[config.mk]
export PLATFORM = sky130hd
export DESIGN_NAME = regfile_scrubber
export DESIGN_NICKNAME = d
export VERILOG_FILES = /design/src/rtl/regfile_pkg.sv /design/src/rtl/scrub_shadow.sv /design/src/rtl/regfile_scrubber.sv
export SDC_FILE = /design/constraint.sdc
export NUM_CORES = 1
export LEC_CHECK = 0
export ABC_AREA = 1
export BUFFER_PORTS_ARGS = -buffer_cell sky130_fd_sc_hd__buf_4
export CAP_MARGIN = 5
export CORE_ASPECT_RATIO = 1.4
export CORE_MARGIN = 5
export CORE_UTILIZATION = 58
export DETAILED_ROUTE_END_ITERATION = 16
export PLACE_DENSITY = 0.85
export SETUP_SLACK_MARGIN = 0.5
export SLEW_MARGIN = 30
export SYNTH_ARGS = -nofsm -noshare
export SYNTH_HDL_FRONTEND = slang
export SYNTH_SLANG_ARGS = --single-unit
[constraint.sdc]
create_clock -name clk -period 1.5 [get_ports clk]
set_input_delay 0.075 -clock clk [delete_from_list [all_inputs] [get_ports clk]]
set_output_delay 0.075 -clock clk [all_outputs]
set_load 0.005 [all_outputs]
[src/rtl/regfile_pkg.sv]
// regfile_pkg: constants shared by the register bank and its scrubber,
// plus the scrubber FSM state encoding.
package regfile_pkg;

  localparam int RF_WIDTH  = 8;
  localparam int RF_DEPTH  = 8;
  localparam int RF_ADDR_W = 3;
  localparam int RF_CNT_W  = 8;

  typedef enum logic [1:0] {
    IDLE  = 2'd0,
    SCAN  = 2'd1,
    DRAIN = 2'd2
  } scrub_state_t;

endpackage

[src/rtl/scrub_shadow.sv]
// scrub_shadow: private copy of the register bank built from snooped
// writes, with per-entry valid bits and one combinational read port.
// Ports: clk, reset (sync, active-high) | i_we/i_waddr/i_wdata snoop
// write | i_raddr read address | o_rdata/o_rvalid shadow word + valid.
module scrub_shadow
  import regfile_pkg::*;
#(
  parameter int WIDTH  = RF_WIDTH,
  parameter int DEPTH  = RF_DEPTH,
  parameter int ADDR_W = RF_ADDR_W
) (
  input  logic              clk,
  input  logic              reset,
  input  logic              i_we,
  input  logic [ADDR_W-1:0] i_waddr,
  input  logic [WIDTH-1:0]  i_wdata,
  input  logic [ADDR_W-1:0] i_raddr,
  output logic [WIDTH-1:0]  o_rdata,
  output logic              o_rvalid
);

  logic [WIDTH-1:0] r_mem [DEPTH];
  logic [DEPTH-1:0] r_vld;
  logic             w_wr_ok;
  logic             w_rd_ok;

  // Addresses beyond the bank are dropped.
  assign w_wr_ok = i_we && (int'(i_waddr) < DEPTH);
  assign w_rd_ok = int'(i_raddr) < DEPTH;

  // Data is deliberately not reset; the valid bits gate its use.
  always_ff @(posedge clk) begin
    if (w_wr_ok) r_mem[i_waddr] <= i_wdata;
  end

  always_ff @(posedge clk) begin
    if (reset) r_vld <= '0;
    else if (w_wr_ok) r_vld[i_waddr] <= 1'b1;
  end

  assign o_rdata  = w_rd_ok ? r_mem[i_raddr] : '0;
  assign o_rvalid = w_rd_ok && r_vld[i_raddr];

endmodule

[src/rtl/regfile_scrubber.sv]
// regfile_scrubber: walks the bank read port and compares each word
// against a snooped shadow copy, logging mismatches.
// Ports: clk, reset (sync, active-high), start | snoop_we/addr/data |
// rd_addr out, rd_data in (1-cycle latency) | busy, done | fault,
// fault_count, first_addr, first_exp, first_act.
// Build option: REGFILE_SCRUB_LOOP_EN = continuous scrubbing.
module regfile_scrubber
  import regfile_pkg::*;
#(
  parameter int WIDTH  = RF_WIDTH,
  parameter int DEPTH  = RF_DEPTH,
  parameter int ADDR_W = RF_ADDR_W,
  parameter int CNT_W  = RF_CNT_W
) (
  input  logic              clk,
  input  logic              reset,
  input  logic              start,
  input  logic              snoop_we,
  input  logic [ADDR_W-1:0] snoop_addr,
  input  logic [WIDTH-1:0]  snoop_data,
  output logic [ADDR_W-1:0] rd_addr,
  input  logic [WIDTH-1:0]  rd_data,
  output logic              busy,
  output logic              done,
  output logic              fault,
  output logic [CNT_W-1:0]  fault_count,
  output logic [ADDR_W-1:0] first_addr,
  output logic [WIDTH-1:0]  first_exp,
  output logic [WIDTH-1:0]  first_act
);

  localparam logic [ADDR_W-1:0] LAST = ADDR_W'(DEPTH - 1);

  scrub_state_t      r_state;
  logic [ADDR_W-1:0] r_ptr;
  logic              r_busy;
  logic              r_done;

  logic              r_cmp_vld;
  logic [ADDR_W-1:0] r_cmp_addr;
  logic [WIDTH-1:0]  r_cmp_exp;

  logic              r_fault;
  logic [CNT_W-1:0]  r_cnt;
  logic [ADDR_W-1:0] r_first_addr;
  logic [WIDTH-1:0]  r_first_exp;
  logic [WIDTH-1:0]  r_first_act;

  logic [WIDTH-1:0]  w_sh_data;
  logic              w_sh_vld;
  logic              w_issue;
  logic              w_haz_issue;
  logic              w_haz_cmp;
  logic              w_mis;

  scrub_shadow #(
    .WIDTH  (WIDTH),
    .DEPTH  (DEPTH),
    .ADDR_W (ADDR_W)
  ) u_shadow (
    .clk      (clk),
    .reset    (reset),
    .i_we     (snoop_we),
    .i_waddr  (snoop_addr),
    .i_wdata  (snoop_data),
    .i_raddr  (r_ptr),
    .o_rdata  (w_sh_data),
    .o_rvalid (w_sh_vld)
  );

  assign w_issue     = (r_state == SCAN);
  // A write racing the capture or the compare makes the word ambiguous.
  assign w_haz_issue = snoop_we && (snoop_addr == r_ptr);
  assign w_haz_cmp   = snoop_we && (snoop_addr == r_cmp_addr);
  assign w_mis       = r_cmp_vld && !w_haz_cmp && (rd_data != r_cmp_exp);

  always_ff @(posedge clk) begin
    if (reset) begin
      r_state <= IDLE;
      r_ptr   <= '0;
      r_busy  <= 1'b0;
      r_done  <= 1'b0;
    end else begin
      r_done <= 1'b0;
      unique case (r_state)
        IDLE: begin
          if (start) begin
            r_state <= SCAN;
            r_busy  <= 1'b1;
          end
        end
        SCAN: begin
          if (r_ptr == LAST) begin
            r_ptr   <= '0;
            r_state <= DRAIN;
          end else begin
            r_ptr <= r_ptr + 1'b1;
          end
        end
        DRAIN: begin
          r_done <= 1'b1;
`ifdef REGFILE_SCRUB_LOOP_EN
          r_state <= SCAN;
`else
          r_state <= IDLE;
          r_busy  <= 1'b0;
`endif
        end
        default: begin
          r_state <= IDLE;
          r_busy  <= 1'b0;
        end
      endcase
    end
  end

  always_ff @(posedge clk) begin
    if (reset) begin
      r_cmp_vld    <= 1'b0;
      r_cmp_addr   <= '0;
      r_cmp_exp    <= '0;
      r_fault      <= 1'b0;
      r_cnt        <= '0;
      r_first_addr <= '0;
      r_first_exp  <= '0;
      r_first_act  <= '0;
    end else begin
      r_cmp_vld  <= w_issue && w_sh_vld && !w_haz_issue;
      r_cmp_addr <= r_ptr;
      r_cmp_exp  <= w_sh_data;
      if (w_mis) begin
        r_fault <= 1'b1;
        if (r_cnt != {CNT_W{1'b1}}) r_cnt <= r_cnt + 1'b1;
        if (!r_fault) begin
          r_first_addr <= r_cmp_addr;
          r_first_exp  <= r_cmp_exp;
          r_first_act  <= rd_data;
        end
      end
    end
  end

  assign rd_addr     = r_ptr;
  assign busy        = r_busy;
  assign done        = r_done;
  assign fault       = r_fault;
  assign fault_count = r_cnt;
  assign first_addr  = r_first_addr;
  assign first_exp   = r_first_exp;
  assign first_act   = r_first_act;

endmodule

Word level (Yosys, flattened, before mapping)
Memory sizes are Yosys's and may differ from the RTL's. A register that Yosys moved wholly into a read port is not among the register bits.
Cells that the tools add are included.
- bitwise operators: 3
- reductions and logical operators: 14
- magnitude comparators: 3
- multiplexer cells: 13
- eq/ne operators: 9
- add/sub/neg operators: 2
- operator list (operator ; number):
    8-bit by 1-bit adder with 8-bit output, second input constant ; 1
    3-bit by 4-bit < comparator with 1-bit output, second input constant ; 2
    8-bit != test ; 1
    8-bit != test, second input constant ; 1
    8-bit OR ; 1
    2-bit AND reduction ; 4
    1-bit logical AND ; 7
    3-bit == test ; 2
    1-bit 2-to-1 mux ; 6
    2-bit 2-to-1 mux ; 2
    2-bit one-hot mux with 2 select lines ; 1
    3-bit by 1-bit adder with 3-bit output, second input constant ; 1
    1-bit binary-select mux with 3-bit select ; 1
    1-bit demux with 3-bit select ; 1
    3-bit == test, second input constant ; 1
    3-bit by 1-bit greater-or-equal comparator with 1-bit output, second input constant ; 1
    3-bit 2-to-1 mux ; 1
    2-bit by 1-bit == test with 1-bit output, second input constant ; 1
    2-bit == test, second input constant ; 1
    1-bit zero test ; 2
    2-bit zero test ; 1
    2-bit by 1-bit != test with 1-bit output, second input constant ; 1
    2-bit != test, second input constant ; 1
    1-bit inverter ; 2
    1-bit one-hot mux with 2 select lines ; 1
- bits in registers: 47
- memory bits (writable): 64
- output and inout bits: 33
- memories: 1
- memory list (name ; words ; bits a word ; rd ports ; clocked after Yosys merged registers in ; wr ports ; RTL line ; source):
    u_shadow.r_mem ; 8 ; 8 ; 1 ; 1 ; 1 ; scrub_shadow.sv:22 ; logic [WIDTH-1:0] r_mem [DEPTH];

Depth between registers and ports, before layout
Gate-level depths: netlist (run 1).
- depth after elaboration: 6
- mapped depth: 12

Cells and area by module
From an unflattened synthesis (run 1), not the netlist that was laid out.
- cells, all modules: 671
- area total of the unflattened synthesis: 5395.2 sq um
- modules (own cells, without submodules) (module ; times used ; sequential area each (sq um) ; area each (sq um) ; cells an instance):
    scrub_shadow ; 1 ; 2082.0 ; 3259.4 ; 347
    regfile_scrubber ; 1 ; 940.9 ; 2135.8 ; 324

Worst setup path before layout (run 1)
Ideal clock, no wire load.
- path kind: reg2reg
- start point: reg r_ptr[0] (netlist: rd_addr[0])
- end point: reg r_cmp_vld
- slack: 0.121 ns
- library setup time: 0.116 ns
- stages on the path, launching flop included: 8
- arrival time: 1.264 ns
- required time: 1.384 ns
- clock period less this slack: 1.379 ns
- path buffers: 2
- cells stage by stage: dfxtp_1 > clkbuf_1 > inv_1 > clkbuf_1 > o21ai_0 > o22ai_1 > o21ai_0 > nor2_1
- longest elaborated chain between the ends: 4
- ends and longest elaborated chain (what ; RTL line ; source):
    from (decl) ; regfile_scrubber.sv:35 ; logic [ADDR_W-1:0] r_ptr;
    from (signal assigned) ; regfile_scrubber.sv:97 ; r_ptr <= r_ptr + 1'b1;
    1-bit binary-select mux with 3-bit select / 3-bit == test (equally long branches) ; scrub_shadow.sv:42, regfile_scrubber.sv:73 ;
    1-bit 2-to-1 mux (implied by the code) / 1-bit logical AND (equally long branches) ; scrub_shadow.sv:42, regfile_scrubber.sv:73 ;
    1-bit logical AND / 1-bit zero test (equally long branches) ; regfile_scrubber.sv:128 ; r_cmp_vld <= w_issue && w_sh_vld && !w_haz_issue;
    1-bit logical AND * ; regfile_scrubber.sv:128 ;
    to (signal assigned) ; regfile_scrubber.sv:128 ;
    to (decl) ; regfile_scrubber.sv:39 ; logic r_cmp_vld;
Every way passes the cells marked *; elsewhere a longest branch is shown, timed or not. The select of a mux whose other input is x is not followed.
A chain may end at the register's enable or synchronous reset.

Worst setup path in the final report (run 1)
- start point: reg r_cmp_exp[4], read port of u_shadow.r_mem
- end point: reg r_first_exp[4] (netlist: first_exp[4])
- longest elaborated chain between the ends: 3
- ends and longest elaborated chain (what ; RTL line ; source):
    from (decl) ; regfile_scrubber.sv:41 ; logic [WIDTH-1:0] r_cmp_exp;
    8-bit != test ; regfile_scrubber.sv:75 ; assign w_mis = r_cmp_vld && !w_haz_cmp && (rd_data != r_cmp_exp);
    1-bit logical AND ; regfile_scrubber.sv:75 ;
    2-bit AND reduction (no line) ; - ;
    to (signal assigned) ; regfile_scrubber.sv:136 ; r_first_exp <= r_cmp_exp;
    to (decl) ; regfile_scrubber.sv:46 ; logic [WIDTH-1:0] r_first_exp;
Several ways; a longest one is shown, not always the timed one.

==> key figures, run 1 <==
Setup path
  – CP Launch Type: register
  – Worst setup EP type: register
  – FF-to-FF End: first_exp[4]
  – Data required time at the worst endpoint: approximately 1800 ps
  – Critical path fanouts, max: 6
  – Depth of the worst register-to-register path: 11
  – Worst r2r src: r_cmp_exp[4]
  – Kind of critical path: reg2reg
  – Signal arrival time at the worst endpoint: 2120 ps
  – Slack of the worst reg-to-reg path: -300 ps

Cells and area
  – Final std cells w/o fill: 783
  – Layout net count: between 600 and 700
  – Area growth from synthesis to layout: 54.8%
  – Share of cells above drive strength 1: 0.438
  – Cell area after layout: 0.00756 mm^2
  – Number of antenna repair diodes: 0
  – Fill cell total of the finished layout: 216
  – Fin util: 0.922

Yosys
  – Warnings, synthesis: 0
  – Post-synthesis instance total: between 500 and 600
  – Count of cell types in the netlist: 26
  – Register bit total from synthesis: 119
  – Syn_area_per_cell: 8.90 um^2
  – Fraction of the yosys area taken by sequential cells: 0.619
  – Post-Syn Nets: approximately 580
  – Post-synthesis cell area: ~0.005 mm^2

STA
  – Setup violations, final: 29
  – Final hold violation count: 0
  – Time the worst path needs with I/O delays and setup: 1800 ps
  – Worst-Margin Slew: roughly 650 ps
  – Min setup slack post-route: -296 ps
  – Final period util: 1.20
  – Peak Freq: 0.557 GHz
  – RSZ-0062 raised after global routing: true
  – Worst slew margin relative to its limit: 0.562
  – Count of pins over their slew limit: 0
  – Clock Skews: ~8.5 ps
  – Worst hold margin: 54.3 ps

CTS
  – Maximum level of the CTS H-tree: 4
  – Clock Tree Buf Depth: 2
  – Clock sinks: 119
  – Number of clock buffers inserted by TritonCTS: 17
  – Later-pin clock latency in the skew report: ~420 ps
  – Clock tree from TritonCTS: done
  – Buffer type at the clock tree root: sky130_fd_sc_hd__clkbuf_16
  – Clock transition at the register clock pins on the worst setup and hold paths after CTS: 60 ps

Floorplanning
  – Die width: 87.6 um
  – Effective utilization at floorplan: 0.596
  – Overall die area: 0.0104 mm^2
  – I/O pins: 56
  – Core area: 0.00820 mm^2
  – Num rows: 39
  – Y dimension of the die: between 100 and 150 um

Min path
  – Startpoint of the tightest hold check path: reset
  – Number of cells on the worst hold path: 4
  – Hold worst-path end: rd_addr[2]
  – Worst hold-check path type: in2reg

Pwr
  – Switching power of the nets: 2.55 mW
  – Net Sw Frac: 0.271
  – Relative contribution of sequential cells to total power: 0.397
  – VDD IR max: 1.92 mV
  – Proportion of power drawn by combinational gates: 0.159
  – Total leakage power: 3.15 nW
  – Pwr/cell area: 1240 mW/mm^2
  – Cell-internal power: 6.84 mW
  – Clock group share of total power: 0.444

Placed design
  – Minimum setup slack after placement: 75.7 ps
  – Instance count after placement with tap cells included: 700
  – Port Buffer Count: 55
  – Instance area after placement: 0.00556 mm^2
  – GPL Wtd Cong: 0.819
  – HPWL after detailed placement: 7.40 mm

Route
  – Number of DRC violations after detailed routing: 0
  – Remaining antenna violation count after routing: 0
  – Final Routed Wirelength: between 20 and 25 mm
  – Drt wl/cell: 28.2 um
  – Via Count: 5244
  – Drt first-iter violations: between 900 and 1000
  – Drt pass-1 iters: 7
  – Vias/cell: about 6.7

Outcome
  – Violations in the final reports: setup timing
  – Run status: finished, violations left

Global route
  – Initial antenna violation count: 0
  – Global-route wire length before repair: ~25 mm
  – Pin count of the biggest net entering global routing: 39
  – Overflow left after global routing: 0
  – Vias in the first global route: 4684
  – All-Layer GR Usage: 0.320

Run
  – Count of max-cap constraint violations: 0
## critical path, cell delays in order, from the launching register on
cell	delay (ps)
sky130_fd_sc_hd__dfxtp_2	440
sky130_fd_sc_hd__inv_1	80
sky130_fd_sc_hd__nand2_1	80
sky130_fd_sc_hd__nand2_1	60
sky130_fd_sc_hd__nand2_1	80
sky130_fd_sc_hd__nor2_2	50
sky130_fd_sc_hd__nand2_2	130
sky130_fd_sc_hd__nand3_4	200
sky130_fd_sc_hd__buf_12	210
sky130_fd_sc_hd__nand2_2	70
sky130_fd_sc_hd__nand2_1	110
sky130_fd_sc_hd__nor2_2	180
## cell type report
class                           count  area, um^2  share of cell area
Tap cell                          102         128              0.0169
Inverter                           63         249              0.0329
Multi-Input combinational cell    342        2140               0.283
Timing Repair Buffer              124        1380               0.182
Clock buffer                       19         433              0.0572
Timing Repair inverter              1        8.76             0.00116
Clock inverter                     13         154              0.0204
Sequential cell                   119        3070               0.406
## cells in the final DEF, fill, tap and decap left out, types with 14 or more instances in the layout
master	Yosys	routed
sky130_fd_sc_hd__nand3_1	17	15
sky130_fd_sc_hd__nand2_2	0	26
sky130_fd_sc_hd__nor2_1	130	81
sky130_fd_sc_hd__nand2_1	104	69
sky130_fd_sc_hd__nor2_2	1	38
sky130_fd_sc_hd__o21ai_2	0	17
sky130_fd_sc_hd__buf_4	1	67
sky130_fd_sc_hd__clkbuf_16	0	21
sky130_fd_sc_hd__edfxtp_1	64	64
sky130_fd_sc_hd__inv_1	62	56
sky130_fd_sc_hd__dlygate4sd3_1	0	20
sky130_fd_sc_hd__dfxtp_1	55	30
sky130_fd_sc_hd__dfxtp_2	0	18
sky130_fd_sc_hd__o21ai_1	3	14
## how the worst max path moves through the flow
| stage | from | depth (start not counted) | endpoint | slack (ps) |
|---|---|---|---|---|
| final | r_cmp_exp[4] | 11 | first_exp[4] | -300 |
| after global routing | r_cmp_addr[1] | 10 | first_exp[4] | -260 |
| after CTS | r_cmp_exp[7] | 9 | first_exp[3] | 150 |
| after detailed placement | r_cmp_addr[1] | 9 | fault_count[0] | 80 |
| after global placement | r_cmp_exp[0] | 9 | fault_count[0] | 180 |
| after floorplan | r_cmp_addr[2] | 11 | first_addr[1] | 260 |
## through the flow
stage	TNS, ps	power, mW
after CTS	0	8.78
after global routing	-5100	9.53
after floorplan	0	4.17
after detailed placement	0	4.45
final	-4440	9.38
after global placement	0	4.40
## cell families after synthesis
| group | count (synthesis) | synth area share |
|---|---|---|
| AOI/OAI and AO/OA | 69 | 0.0761 |
| xor gates and xnor gates | 6 | 0.0108 |
| adders and majority gates | 3 | 0.00768 |
| buffers and inverters | 88 | 0.0720 |
| and+or+nand+nor | 264 | 0.215 |
| DFF | 119 | 0.619 |
## synth_stat cells
| library cell | instances | area share |
|---|---|---|
| sky130_fd_sc_hd__nand4_1 | 5 | 0.0064 |
| sky130_fd_sc_hd__a211oi_1 | 1 | 0.0015 |
| sky130_fd_sc_hd__dfxtp_1 | 55 | 0.23 |
| sky130_fd_sc_hd__edfxtp_1 | 64 | 0.39 |
| sky130_fd_sc_hd__nor3_1 | 4 | 0.0041 |
| sky130_fd_sc_hd__nor2_4 | 1 | 0.0023 |
| sky130_fd_sc_hd__o21ai_1 | 3 | 0.0031 |
| sky130_fd_sc_hd__buf_2 | 2 | 0.0020 |
| sky130_fd_sc_hd__nand3_1 | 17 | 0.017 |
| sky130_fd_sc_hd__xnor2_1 | 6 | 0.011 |
| sky130_fd_sc_hd__buf_6 | 2 | 0.0046 |
| sky130_fd_sc_hd__nor2_2 | 1 | 0.0013 |
| sky130_fd_sc_hd__ha_1 | 3 | 0.0077 |
| sky130_fd_sc_hd__nor2_1 | 130 | 0.10 |
| sky130_fd_sc_hd__a31oi_1 | 1 | 0.0013 |
| sky130_fd_sc_hd__o22ai_1 | 18 | 0.023 |
| sky130_fd_sc_hd__o21ai_0 | 37 | 0.038 |
| sky130_fd_sc_hd__buf_1 | 1 | 0.00077 |
| sky130_fd_sc_hd__nand2_1 | 104 | 0.080 |
| sky130_fd_sc_hd__nand3b_1 | 1 | 0.0015 |
| sky130_fd_sc_hd__clkbuf_1 | 19 | 0.015 |
| sky130_fd_sc_hd__nand3_2 | 1 | 0.0020 |
| sky130_fd_sc_hd__inv_1 | 62 | 0.048 |
| sky130_fd_sc_hd__a21oi_1 | 9 | 0.0092 |
| sky130_fd_sc_hd__inv_2 | 1 | 0.00077 |
| sky130_fd_sc_hd__buf_4 | 1 | 0.0015 |
## layer usage
metal | wire, um | up-vias | track usage
met3 | 3100 | 243 | 0.0814
met4 | 2270 | 0 | 0.220
met2 | 10100 | 658 | 0.542
met5 | 0 | - | 0
met1 | 6610 | 2330 | 0.340
li1 | - | 2013 | -
## sequential cells by signal (all words and copies together), names as in the netlist
signal	flops
r_cmp_addr	3
rd_addr	3
done	1
fault	1
first_act	8
busy	1
first_exp	8
r_state	2
u_shadow.r_vld	8
u_shadow.r_mem	64
first_addr	3
r_cmp_exp	8
fault_count	8
r_cmp_vld	1
## power by group through the flow
stage | clock (mW) | combinational (mW) | sequential [mW]
2_1_floorplan | 0 | 0.466 | 3.71
3_3_place_gp | 0 | 0.692 | 3.71
3_5_place_dp | 0 | 0.727 | 3.72
4_1_cts | 4.03 | 1.08 | 3.67
5_1_grt | 4.28 | 1.53 | 3.72
6_report | 4.17 | 1.49 | 3.72
## timing repair
action                                  CTS  global route
endpoints found under the hold margin    85             0
resized for setup                        87           136
pin swaps                                39            49
setup buffers                            13             4
endpoints found under the setup margin   47            52
cloned                                    8             6
hold buffers                             20             0
Note: power is estimated with default switching activity, not from simulation.
==> inputs of run 2 (changes only) <==
- CAP_MARGIN: 5 -> default
- CELL_PAD_IN_SITES_DETAIL_PLACEMENT: default -> 1
- CELL_PAD_IN_SITES_GLOBAL_PLACEMENT: default -> 1
- CORE_UTILIZATION: 58 -> 40
- PLACE_DENSITY: 0.85 -> 0.79
==> key figures, run 2 (synthesis gave the netlist of run 1 again) <==
STA
  – Worst slew margin relative to its limit: 0.554
  – Count of pins over their slew limit: 0
  – Peak Freq: 0.607 GHz
  – Final period util: 1.10
  – Setup violations, final: 27
  – Min setup slack post-route: -149 ps
  – Clock Skews: 9.74 ps
  – RSZ-0062 raised after global routing: true
  – Total negative setup slack: -2050 ps
  – Final hold violation count: 0
  – Worst-Margin Slew: about 670 ps
  – Time the worst path needs with I/O delays and setup: 1650 ps

Cells and area
  – Fin util: 0.647
  – Register with the most flip-flops: u_shadow.r_mem
  – Layout net count: ~700
  – Cell area after layout: 0.00768 mm^2
  – Number of antenna repair diodes: 0
  – Leading cell type in the layout, fill and taps excluded: sky130_fd_sc_hd__nor2_1
  – Most used cells in the layout excluding fill and tap cells: 87 x sky130_fd_sc_hd__nor2_1, 82 x sky130_fd_sc_hd__nand2_1, 73 x sky130_fd_sc_hd__buf_4, 64 x sky130_fd_sc_hd__edfxtp_1, 55 x sky130_fd_sc_hd__inv_1
  – Share of cells above drive strength 1: 0.437
  – Area growth from synthesis to layout: 57.2%
  – Number of flip-flops in the largest register: 64

Pwr
  – Total Power Consumption: 9.47 mW
  – Total leakage power: 3.20 nW
  – Pwr/cell area: 1230 mW/mm^2
  – VDD IR max: 1.14 mV

CTS
  – Clock transition at the register clock pins on the worst setup and hold paths after CTS: 60 ps
  – Buffer type at the clock tree root: sky130_fd_sc_hd__clkbuf_16
  – Maximum level of the CTS H-tree: 4
  – Clock tree from TritonCTS: done
  – Clock sinks: 119
  – Number of clock buffers inserted by TritonCTS: 17
  – Later-pin clock latency in the skew report: 430 ps
  – Clock Tree Buf Depth: 2

Global route
  – Pin count of the biggest net entering global routing: 34
  – Overflow left after global routing: 0
  – Initial antenna violation count: 0
  – Global-route wire length before repair: about 27 mm
  – All-Layer GR Usage: 0.256
  – Vias in the first global route: a little over 5000

Placed design
  – HPWL after detailed placement: a little under 9 mm
  – GPL Wtd Cong: 0.750
  – Minimum setup slack after placement: 10.9 ps
  – Port Buffer Count: 55
  – Instance area after placement: 0.00564 mm^2

Outcome
  – Run status: finished, violations left
  – Violations in the final reports: setup timing

Setup path
  – Data required time at the worst endpoint: 1820 ps
  – Worst setup EP type: register
  – Depth of the worst register-to-register path: 11
  – CP Launch Type: register
  – Critical path fanouts, max: 10
  – Kind of critical path: reg2reg
  – Signal arrival time at the worst endpoint: 1970 ps

Floorplanning
  – I/O pins: 56
  – Die width: 103 um
  – Effective utilization at floorplan: 0.411
  – Core area: between 0.01 and 0.015 mm^2
  – Overall die area: 0.0146 mm^2
  – Y dimension of the die: 141 um
  – Num rows: 47

Route
  – Drt pass-1 iters: 5
  – Remaining antenna violation count after routing: 0
  – Vias/cell: roughly 5.7
  – Drt first-iter violations: about 360
  – Drt wl/cell: ~25 um
  – Final Routed Wirelength: 21.3 mm
  – Via Count: 4756
  – Number of DRC violations after detailed routing: 0

Min path
  – Worst hold-check path type: in2reg
  – Number of cells on the worst hold path: 3

Run
  – Count of max-cap constraint violations: 0
==> run 2: cell count changes in the layout (fill, tap and decap cells not counted), moves of 6 or more <==
cell                      previous run  this run
sky130_fd_sc_hd__nand2_4             9         2
sky130_fd_sc_hd__dfxtp_2            18        24
sky130_fd_sc_hd__nand2_2            26        20
sky130_fd_sc_hd__nor2_2             38        27
sky130_fd_sc_hd__nor2_1             81        87
sky130_fd_sc_hd__dfxtp_1            30        24
sky130_fd_sc_hd__nand2_1            69        82
sky130_fd_sc_hd__buf_6              12        19
sky130_fd_sc_hd__buf_4              67        73
==> run 2: per-stage QoR <==
stage	hold WS [ps]	instances
2_1_floorplan	174	549
3_3_place_gp	305	747
3_5_place_dp	317	747
4_1_cts	40.5	822
5_1_grt	62.2	836
6_report	60.5	836
==> run 2: layout make-up <==
type / count / area [um^2]
clock inverter: 13 / 180
multi-input combinational: 342 / 2130
tap: 147 / 184
fill: 1228 / 4200
sequential: 119 / 3080
clock buffer: 19 / 433
timing repair buffer: 133 / 1430
inverter: 63 / 254
==> run 2: path summary, 6_finish.rpt <==
kind	startpoint	endpoint	slack, ps
setup / recovery	r_cmp_exp[5]	first_exp[5]	-150
hold / removal	reset	r_cmp_addr[2]	60
setup reg to reg	r_cmp_exp[5]	first_exp[5]	-150
hold reg to reg	r_state[0]	done	460
==> run 2: routing by layer <==
metal	vias to the layer above	track usage	routed length, um
met2	243	0.453	11500
met5	-	0	0
met4	0	0.176	1350
li1	2034	-	-
met1	2384	0.258	7370
met3	95	0.0588	1090
==> run 2: repair_timing <==
| action | 4_1_cts | 5_1_grt |
|---|---|---|
| endpoints found under the setup margin | 52 | 69 |
| endpoints found under the hold margin | 86 | 0 |
| pin swaps | 34 | 52 |
| setup buffers | 16 | 12 |
| gates cloned | 8 | 2 |
| resized for setup | 110 | 125 |
| hold buffers | 19 | 0 |
==> run 2: where the power goes <==
part           switching [mW]  leakage, nW  internal (mW)  total, mW
Combinational           0.781         1.86          0.655       1.44
Clock                    1.56        0.294           2.77       4.33
Sequential              0.126         1.04           3.58       3.71
==> run 2: critical path, stage by stage (launching register included) <==
cell	delay [ps]
sky130_fd_sc_hd__dfxtp_2	340
sky130_fd_sc_hd__inv_1	110
sky130_fd_sc_hd__nand2_1	110
sky130_fd_sc_hd__nand2_1	100
sky130_fd_sc_hd__nand2_1	70
sky130_fd_sc_hd__nor2_2	100
sky130_fd_sc_hd__nand2_2	120
sky130_fd_sc_hd__nand3_4	180
sky130_fd_sc_hd__buf_12	160
sky130_fd_sc_hd__nand2_1	90
sky130_fd_sc_hd__nand2_1	120
sky130_fd_sc_hd__nor2_1	60
